==> config.mk <==
export PLATFORM = sky130hd
export DESIGN_NAME = timer_ctrl
export DESIGN_NICKNAME = d
export VERILOG_FILES = /design/src/rtl/timer_ctrl.sv
export SDC_FILE = /design/constraint.sdc
export NUM_CORES = 1
export LEC_CHECK = 0
export ABC_CLOCK_PERIOD_IN_PS = 5120
export CORE_MARGIN = 2
export CORE_UTILIZATION = 50
export DETAILED_ROUTE_END_ITERATION = 10
export PLACE_DENSITY = 0.75
export SYNTH_ARGS = -nofsm -noshare
export SYNTH_HDL_FRONTEND = slang
export SYNTH_SLANG_ARGS = --single-unit
==> constraint.sdc <==
create_clock -name clk -period 5.12 [get_ports clk]
set_input_delay 1.28 -clock clk [delete_from_list [all_inputs] [get_ports clk]]
set_output_delay 1.28 -clock clk [all_outputs]
set_load 0.02 [all_outputs]
==> src/rtl/timer_ctrl.sv <==
// Countdown timer controller: run/pause/timeout sequencing and prescaled
// borrow ticks into an external digit chain. All outputs are registered.
module timer_ctrl #(
    parameter int TICK_DIV = 50000000,
    parameter int CNT_W    = 26
) (
    input  logic       clk,
    input  logic       rst,
    input  logic       load,
    input  logic       start,
    input  logic       pause,
    input  logic       timer_zero,
    output logic       reconfig,
    output logic       tick,
    output logic       running,
    output logic       timeout,
    output logic [2:0] state
);

    typedef enum logic [2:0] {
        IDLE    = 3'd0,
        LOAD    = 3'd1,
        ARMED   = 3'd2,
        RUN     = 3'd3,
        PAUSED  = 3'd4,
        TIMEOUT = 3'd5
    } state_t;

    localparam logic [CNT_W-1:0] PRESC_LAST = CNT_W'(TICK_DIV - 1);
    localparam logic [CNT_W-1:0] PRESC_ZERO = {CNT_W{1'b0}};
    localparam logic [CNT_W-1:0] PRESC_ONE  = CNT_W'(1);

    logic [2:0]       state_r;
    logic [2:0]       next_state_s;
    logic [CNT_W-1:0] presc_r;
    logic [CNT_W-1:0] presc_next_s;
    logic             tick_next_s;
    logic             reconfig_r;
    logic             tick_r;
    logic             running_r;
    logic             timeout_r;

    // Next-state, prescaler and tick decision; load outranks everything.
    always_comb begin
        next_state_s = state_r;
        presc_next_s = presc_r;
        tick_next_s  = 1'b0;
        if (load) begin
            next_state_s = LOAD;
            presc_next_s = PRESC_ZERO;
        end else begin
            case (state_r)
                IDLE: begin
                    next_state_s = IDLE;
                end
                LOAD: begin
                    next_state_s = ARMED;
                end
                ARMED: begin
                    if (start) begin
                        next_state_s = RUN;
                        presc_next_s = PRESC_ZERO;
                    end else begin
                        next_state_s = ARMED;
                    end
                end
                RUN: begin
                    if (timer_zero) begin
                        next_state_s = TIMEOUT;
                    end else if (pause) begin
                        // Prescaler frozen so the resumed run keeps its phase.
                        next_state_s = PAUSED;
                    end else if (presc_r == PRESC_LAST) begin
                        presc_next_s = PRESC_ZERO;
                        tick_next_s  = 1'b1;
                    end else begin
                        presc_next_s = presc_r + PRESC_ONE;
                    end
                end
                PAUSED: begin
                    if (start && !pause) begin
                        next_state_s = RUN;
                    end else begin
                        next_state_s = PAUSED;
                    end
                end
                TIMEOUT: begin
                    next_state_s = TIMEOUT;
                end
                default: begin
                    next_state_s = IDLE;
                    presc_next_s = PRESC_ZERO;
                end
            endcase
        end
    end

    // State, prescaler and registered output flags with synchronous reset.
    always_ff @(posedge clk) begin
        if (!rst) begin
            state_r    <= IDLE;
            presc_r    <= PRESC_ZERO;
            reconfig_r <= 1'b0;
            tick_r     <= 1'b0;
            running_r  <= 1'b0;
            timeout_r  <= 1'b0;
        end else begin
            state_r    <= next_state_s;
            presc_r    <= presc_next_s;
            reconfig_r <= (next_state_s == LOAD);
            tick_r     <= tick_next_s;
            running_r  <= (next_state_s == RUN);
            timeout_r  <= (next_state_s == TIMEOUT);
        end
    end

    assign reconfig = reconfig_r;
    assign tick     = tick_r;
    assign running  = running_r;
    assign timeout  = timeout_r;
    assign state    = state_r;

endmodule

==> results of run 1 <==
[worst max-delay path, stage by stage]
cell and delay (ps):
clkdlybuf4s50_1 470, nand2b_1 450, a211oi_4 600, or3b_1 390
nand3_1 80
[state kept, by name, indices dropped and copies added, names as in the netlist]
register	flops
presc_r	26
reconfig	1
running	1
state	3
tick	1
timeout	1
[worst min path at each step]
| stage | start | to | cells past startpoint | slack, ps |
|---|---|---|---|---|
| after floorplan | presc_r[25] | presc_r[25] | 1 | 430 |
| after global placement | presc_r[25] | presc_r[25] | 1 | 480 |
| after detailed placement | presc_r[25] | presc_r[25] | 1 | 480 |
| after CTS | presc_r[25] | presc_r[25] | 1 | 500 |
| after global routing | presc_r[25] | presc_r[25] | 1 | 530 |
| final | presc_r[1] | presc_r[1] | 2 | 500 |
[through the flow]
step	cell area (sq um)	instances	setup WS (ps)	hold slack, ps	power, W
4_1_cts	2048	279	2126	502.0	0.0005346
6_report	2048	279	2120	499.1	0.0005295
3_5_place_dp	1946	271	1759	477.1	0.0002922
3_3_place_gp	1946	271	1803	475.3	0.0002918
2_1_floorplan	1799	222	2647	431.1	0.0002804
5_1_grt	2048	279	1910	526.4	0.0005485
[Yosys cell counts (all sizes together), types with 2 or more instances]
library cell,n,share of area [%]
dfxtp,33,37
o31ai,2,0.83
nor4,7,4.0
nor2b,3,1.0
and4,5,2.4
inv,7,1.5
o22a,2,0.97
and2,5,1.7
buf,3,0.97
a21oi,11,3.1
or3,3,1.0
xnor2,3,1.5
a31oi,13,4.5
o21ai,11,3.1
mux2i,2,1.1
nand3,18,5.0
nand4,9,3.1
o31a,2,0.97
nor3,8,2.2
nand2b,5,1.7
xor2,2,0.97
clkbuf,7,1.5
nand2,19,4.0
nor2,17,3.5
or3b,2,0.97
and3,6,2.1
[where the power goes]
part           switching, W  internal [W]   total, W
clock network     0.0000920      0.000151   0.000243
logic             0.0000151     0.0000108  0.0000258
registers        0.00000242      0.000258   0.000261
total              0.000109      0.000420   0.000530
[cell type report]
class	instances	area, sq um	share of cell area, %
clock inverter	3	65.06	3.177
sequential	33	660.6	32.25
inverter	7	26.28	1.283
multi-input combinational	172	1074	52.41
timing repair buffer	13	127.6	6.231
clock buffer	5	37.54	1.833
tap	46	57.56	2.810
[per-layer routing]
metal / part of all wire [%] / GRT usage [%]
met3: 6.0 / 4.049
met4: 2.5 / 11.41
met5: 0 / 0
met1: 47 / 29.79
met2: 45 / 33.59
[cells in the final DEF, fill, tap and decap left out, types with 3 or more instances in the layout]
| cell | count |
|---|---|
| inv_1 | 7 |
| nor2b_1 | 3 |
| clkbuf_4 | 5 |
| nor2_1 | 17 |
| or3_1 | 3 |
| nand4_1 | 9 |
| nor4_1 | 4 |
| nand2b_1 | 5 |
| a31oi_1 | 13 |
| o21ai_0 | 9 |
| nand3_1 | 18 |
| nor3_1 | 8 |
| dfxtp_1 | 33 |
| and2_1 | 5 |
| nand2_1 | 19 |
| and3_1 | 6 |
| a21oi_1 | 11 |
| xnor2_1 | 3 |
| clkdlybuf4s50_1 | 12 |
| and4_1 | 5 |
[logic make-up after synthesis]
family,count (synthesis),share of synthesized area [%]
AND/OR/NAND/NOR,112,35.81
AO/OA/AOI/OAI,52,19.33
flip-flops,33,36.72
buffers and inverters,17,3.895
XOR/XNOR,5,2.434
multiplexers,2,1.113
adder cells (fa/ha/maj),1,0.6953
==> flow_metrics.tcl, run 1 <==
set metrics [dict create \
    outcome "finished clean" \
    grt_pass1_vias 1607 \
    clk_latency_ps 340 \
    clock-sinks 33 \
    fp.coreArea_sq_mm 0.003390 \
    synth_nets 229 \
    netlist_area_sq_mm 0.001799 \
    period_needed_ps 3000 \
    cp-end-kind "register" \
    period_share_pct 58.59 \
    nFillCells 314 \
    grt_setup_unrepaired "false" \
    crit_path_end "presc_r[23]" \
    ys_ff_latch 33 \
    vdd_drop_max_mv 0.1709 \
    maxSlewHeadroom_pct 48.14 \
    clk_pin_slew_worst_paths_ps 110 \
    avgSynthCellArea_sq_um 8.105 \
    p_leak_nw 0.6415 \
    cp-start-kind "input port" \
    ant_nets 0 \
    hold_violations 0 \
    setup-violations-final 0 \
    syn_inst 222 \
    drt_iter0_markers 89 \
    ioPinCount 13 \
    path_class "input port to register" \
    r2r_end "presc_r[16]" \
    ctsResizeCount 0 \
    die-width_um 63.99 \
    cts_root_buffer "clkbuf_4" \
    portBuffers 12 \
    h-tree-depth 2 \
    max_freq_mhz 333.3 \
    drc 0 \
    tritoncts "yes" \
    slew_viol_final 0 \
    antenna_found_initial 0 \
    reg2reg_slack_ps 2780 \
    n_antenna_cell 0 \
    skew_ps 8.528 \
    numCtsBuffers 5 \
    drive_gt1_share_pct 7.725 \
    routed_via_density 6.065 \
    synth.distinct_cells 48 \
    clock_path_buffers 2 \
    ys.flop_type "dfxtp_1" \
    design.die.area_sq_mm 0.004094 \
    timing.critical_path.required_ps 5410 \
    tightest_slew_ps 776.3 \
    place_hpwl_mm 2.875 \
    async_flop_share_pct 0 \
    synth-edff-count 0 \
    num_vias 1692 \
    worst-r2r-cell-count 6 \
    grt_usage_pct 22.10 \
    initial_core_util_pct 53.08 \
    tns_ps 0 \
    firstDrtPassIters 4 \
    area_delta_synth_final_pct 13.84 \
    ys_seq_area_share_pct 36.72 \
    utilization_pct 60.43 \
    ys.warnings.count 0 \
    ctsHoldBuffers 0 \
    wirelength_mm 4.007 \
    gp_congestion 0.8874 \
    cp_max_fo 14 \
    powerDensity_mw_per_mm2 258.5 \
    r2r-start "presc_r[0]" \
    postCtsSetupBuffers 0 \
    hold_path.class "register to register" \
    grt_pass1_wl_mm 7.217 \
    grt_remaining_overflow 0 \
    drv_cap 0 \
    cp-startpoint "load" \
    row_count 21 \
    wl_per_cell_um 14.36 \
    cp.arrival_ps 3290 \
    layout.nets 239 \
    grt_max_degree 17 \
    dieHeight_um 63.99 \
]
No activity file was read; power rests on OpenSTA's default activity.
==> inputs of run 2 (changes only) <==
--- a/config.mk
+++ b/config.mk
@@ -5,7 +5,7 @@
 export SDC_FILE = /design/constraint.sdc
 export NUM_CORES = 1
 export LEC_CHECK = 0
-export ABC_CLOCK_PERIOD_IN_PS = 5120
+export ABC_CLOCK_PERIOD_IN_PS = 2900
 export CORE_MARGIN = 2
 export CORE_UTILIZATION = 50
 export DETAILED_ROUTE_END_ITERATION = 10
==> constraint.sdc (replaced) <==
create_clock -name clk -period 2.9 [get_ports clk]
set_input_delay 0.725 -clock clk [delete_from_list [all_inputs] [get_ports clk]]
set_output_delay 0.725 -clock clk [all_outputs]
set_load 0.02 [all_outputs]
==> flow_metrics.tcl, run 2 (same netlist as run 1, synthesis figures left out) <==
set metrics [dict create \
    outcome "finished clean" \
    grt_max_degree 19 \
    grt_setup_unrepaired "false" \
    finalHoldWorstSlack_ps 493.8 \
    drive_gt1_share_pct 9.623 \
    clk_latency_ps 340 \
    antenna_found_initial 0 \
    largest_reg_flops 26 \
    setup-violations-final 0 \
    clock-sinks 33 \
    tritoncts "yes" \
    crit_path_end "presc_r[23]" \
    sequentialPowerShare_pct 61.0 \
    grt_pass1_vias 1610 \
    r2r_end "presc_r[23]" \
    globalRoute.busiestLayer "met2" \
    place_hpwl_mm 2.848 \
    hold_violations 0 \
    r2r-start "state[0]" \
    worstSetupPathDepth 5 \
    n_antenna_cell 0 \
    wl_per_cell_um 14.15 \
    period_needed_ps 2351 \
    design.die.area_sq_mm 0.004094 \
    postCtsSetupBuffers 0 \
    powerDensity_mw_per_mm2 369.5 \
    critPathSlowestCell "or3_1" \
    utilization_pct 60.24 \
    num_vias 1743 \
    cp.arrival_ps 2630 \
    path_class "input port to register" \
    grt_pass1_wl_mm 7.265 \
    grt_remaining_overflow 0 \
    cp-start-kind "input port" \
    row_count 21 \
    reg2reg_slack_ps 650 \
    max_freq_mhz 425.3 \
    gp_congestion 0.8367 \
    firstDrtPassIters 4 \
    portBuffers 12 \
    tns_ps 0 \
    comb_power_share_pct 6.5 \
    dieHeight_um 63.99 \
    use_met3_pct 5.810 \
    layout.nets 245 \
    drt_iter0_markers 134 \
    place_area_sq_mm 0.001991 \
    crit_family "simple AND/OR/NAND/NOR gates" \
    ctsResizeCount 0 \
    crit_buf_inv 1 \
    cp_max_fo 10 \
    maxSlewHeadroom_pct 59.72 \
    skew_ps 7.985 \
    switching_share_pct 24.54 \
    p_leak_nw 0.6485 \
    regArea_sq_um 660.6 \
    tightest_slew_ps 602.7 \
    clk_pin_slew_worst_paths_ps 90 \
    top_register "presc_r" \
    grt_usage_pct 22.71 \
    ctsHoldBuffers 0 \
    p_int_w 0.0005694 \
    crit_chain "clkdlybuf4s50_1 > or3_1 > a211oi_4 > or3b_1 > nand3_1" \
    timing.critical_path.slowest_cell_delay_ps 520 \
    numCtsBuffers 5 \
    die-width_um 63.99 \
    period_share_pct 81.08 \
    layout_commonest_cell "dfxtp_1" \
    area_delta_synth_final_pct 13.49 \
    ioPinCount 13 \
    p_switching_w 0.0001851 \
    slew_viol_final 0 \
    h-tree-depth 2 \
    grt_use_met1_pct 28.68 \
    ant_nets 0 \
    nFillCells 316 \
    drv_cap 0 \
    worst-r2r-cell-count 5 \
    hold_path.class "register to register" \
    wirelength_mm 4.032 \
    timing.critical_path.required_ps 3180 \
    clock_path_buffers 2 \
    multi_input_area_sq_mm 0.001074 \
    fp.coreArea_sq_mm 0.003390 \
    drc 0 \
    vdd_drop_max_mv 0.1772 \
    cp-startpoint "pause" \
    met2_usage_pct 36.46 \
    power_w 0.0007545 \
    final_cell_mix "dfxtp_1, nand2_1, nand3_1" \
    cp-end-kind "register" \
    cts_root_buffer "clkbuf_4" \
    p_clk_share_pct 32.6 \
    initial_core_util_pct 53.08 \
    routed_via_density 6.116 \
    final_area_sq_mm 0.002042 \
]
==> run 2: cell count changes in the layout (fill, tap and decap cells not counted) <==
cell       previous run  this run
bufinv_16             2         0
clkbuf_1              0         1
clkinv_2              1         2
buf_4                 1         7
==> run 2: through the flow <==
step | instances | worst slack, ps
6_report | 285 | 548.6
5_1_grt | 285 | 448.8
4_1_cts | 285 | 580.5
3_5_place_dp | 277 | 218.0
3_3_place_gp | 277 | 262.3
2_1_floorplan | 222 | 981.7
==> run 2: layer usage <==
metal | routed length (um) | share of wire (%)
met2 | 1902 | 47
met3 | 229 | 5.7
met4 | 70 | 1.7
met5 | 0 | 0
met1 | 1830 | 45
==> run 2: power groups by stage <==
stage          combinational (W)  clock (W)  sequential, W
2_1_floorplan          0.0000233          0       0.000472
3_3_place_gp           0.0000484          0       0.000470
3_5_place_dp           0.0000486          0       0.000470
4_1_cts                0.0000489   0.000255       0.000460
5_1_grt                0.0000536   0.000273       0.000461
6_report               0.0000489   0.000246       0.000460
==> run 2: final cells by class <==
type | instances | share of cell area, %
tap | 46 | 2.819
clock inverter | 2 | 0.4902
clock buffer | 6 | 2.022
sequential | 33 | 32.35
timing repair buffer | 19 | 8.456
multi-input combinational | 172 | 52.57
inverter | 7 | 1.287
==> run 2: worst min-delay path by stage <==
stage                 from          end  slack [ps]  cells after the start
6_report       presc_r[25]  presc_r[25]         490                      1
5_1_grt        presc_r[25]  presc_r[25]         510                      1
4_1_cts        presc_r[25]  presc_r[25]         490                      1
3_5_place_dp   presc_r[21]  presc_r[21]         480                      1
3_3_place_gp    presc_r[1]   presc_r[1]         470                      2
2_1_floorplan  presc_r[25]  presc_r[25]         430                      1
==> inputs of run 3 (changes only) <==
--- a/config.mk
+++ b/config.mk
@@ -5,7 +5,7 @@
 export SDC_FILE = /design/constraint.sdc
 export NUM_CORES = 1
 export LEC_CHECK = 0
-export ABC_CLOCK_PERIOD_IN_PS = 2900
+export ABC_CLOCK_PERIOD_IN_PS = 2450
 export CORE_MARGIN = 2
 export CORE_UTILIZATION = 50
 export DETAILED_ROUTE_END_ITERATION = 10
==> constraint.sdc (replaced) <==
create_clock -name clk -period 2.45 [get_ports clk]
set_input_delay 0.6125 -clock clk [delete_from_list [all_inputs] [get_ports clk]]
set_output_delay 0.6125 -clock clk [all_outputs]
set_load 0.02 [all_outputs]
==> flow_metrics.tcl, run 3 (same netlist as run 1, synthesis figures left out) <==
set metrics [dict create \
    tns_ps 0 \
    reg2reg_slack_ps 270 \
    portBuffers 12 \
    utilization_pct 62.05 \
    hold_depth 2 \
    numCtsBuffers 5 \
    dieHeight_um 63.99 \
    clk_pin_slew_worst_paths_ps 90 \
    vdd_drop_max_mv 0.3665 \
    cts_root_buffer "clkbuf_4" \
    layout_commonest_cell "dfxtp_1" \
    fp.coreArea_sq_mm 0.003390 \
    tritoncts "yes" \
    path_class "register to register" \
    clock_path_buffers 2 \
    hold_end "presc_r[1]" \
    layout.nets 251 \
    hp-start "presc_r[1]" \
    design.die.area_sq_mm 0.004094 \
    r2r_end "presc_r[24]" \
    routed_via_density 6.024 \
    final_cell_mix "dfxtp_1, nand2_1, nand3_1" \
    cp-end-kind "register" \
    p_leak_nw 0.6850 \
    initial_core_util_pct 53.08 \
    drv_cap 0 \
    period_share_pct 89.10 \
    die-width_um 63.99 \
    skew_ps 4.994 \
    largest_reg_flops 26 \
    slew_viol_final 0 \
    place_ws_ps 106.5 \
    fin_ws_ps 267.0 \
    period_needed_ps 2183 \
    drc 0 \
    nFillCells 297 \
    postCtsSetupBuffers 0 \
    grt_max_degree 22 \
    timing.critical_path.required_ps 2680 \
    hold_path.class "register to register" \
    power_w 0.0009192 \
    drt_iter0_markers 147 \
    r2r-start "presc_r[0]" \
    setup-violations-final 0 \
    grt_pass1_wl_mm 7.389 \
    max_freq_mhz 458.1 \
    grt_pass1_vias 1614 \
    row_count 21 \
    grt_remaining_overflow 0 \
    multi_input_area_sq_mm 0.001074 \
    drive_gt1_share_pct 11.48 \
    ctsHoldBuffers 0 \
    wl_per_cell_um 14.43 \
    clk_latency_ps 340 \
    tightest_slew_ps 434.5 \
    n_antenna_cell 0 \
    ant_nets 0 \
    regArea_sq_um 660.6 \
    grt_setup_unrepaired "false" \
    firstDrtPassIters 4 \
    ctsResizeCount 0 \
    antenna_found_initial 0 \
    worst-r2r-cell-count 6 \
    wirelength_mm 4.185 \
    hold_violations 0 \
    grt_usage_pct 23.22 \
    cp-start-kind "register" \
    cp.arrival_ps 2410 \
    ioPinCount 13 \
    num_vias 1747 \
    place_hpwl_mm 3.027 \
    finalHoldWorstSlack_ps 493.2 \
    top_register "presc_r" \
    clock-sinks 33 \
    h-tree-depth 2 \
    gp_congestion 0.8100 \
    area_delta_synth_final_pct 16.90 \
    outcome "finished clean" \
    cp_max_fo 5 \
    maxSlewHeadroom_pct 70.82 \
    powerDensity_mw_per_mm2 437.1 \
]
==> run 3: cell count changes in the layout (fill, tap and decap cells not counted) <==
cell	previous run	this run
buf_12	0	1
clkbuf_8	0	1
clkinv_2	2	0
buf_4	7	12
==> run 3: power by group <==
| group | switching [W] | internal (W) | total (W) | leakage [nW] |
|---|---|---|---|---|
| clock network | 0.000177 | 0.000135 | 0.000312 | 0.0314 |
| registers | 0.00000498 | 0.000539 | 0.000544 | 0.266 |
| logic | 0.0000335 | 0.0000290 | 0.0000625 | 0.387 |
| total | 0.000216 | 0.000704 | 0.000919 | 0.685 |
==> run 3: stage by stage <==
stage,instances,cell area [sq um]
5_1_grt,290,2103
3_3_place_gp,283,2048
3_5_place_dp,283,2048
2_1_floorplan,222,1799
4_1_cts,290,2103
6_report,290,2103
==> run 3: cell type report <==
type                       count  area share (%)
inverter                       7           1.249
sequential                    33           31.41
clock buffer                   7           2.617
multi-input combinational    172           51.04
tap                           46           2.736
timing repair buffer          25           10.95
==> run 3: worst max-delay path by stage <==
stage                             end  startpoint
final                     presc_r[24]  presc_r[0]
after global routing      presc_r[24]  presc_r[0]
after detailed placement  presc_r[23]  timer_zero
after global placement    presc_r[23]  timer_zero
after floorplan           presc_r[24]  presc_r[0]
after CTS                    state[0]    state[0]
==> run 3: layer usage <==
layer / wire [um] / vias to the layer above / share of wire, % / GRT usage (%)
met5: 0 / - / 0 / 0
met4: 82 / 0 / 2.0 / 10.60
met3: 220 / 6 / 5.3 / 5.810
met2: 2019 / 39 / 48 / 36.33
met1: 1863 / 827 / 45 / 29.97
li1: - / 875 / - / -
==> run 3: worst max-delay path: stages (launching register included) <==
cell and delay (ps):
dfxtp_1 390, ha_1 220, nand3_1 250, or3_1 480, nor4_2 460, a21bo_2 200, a31oi_1 70
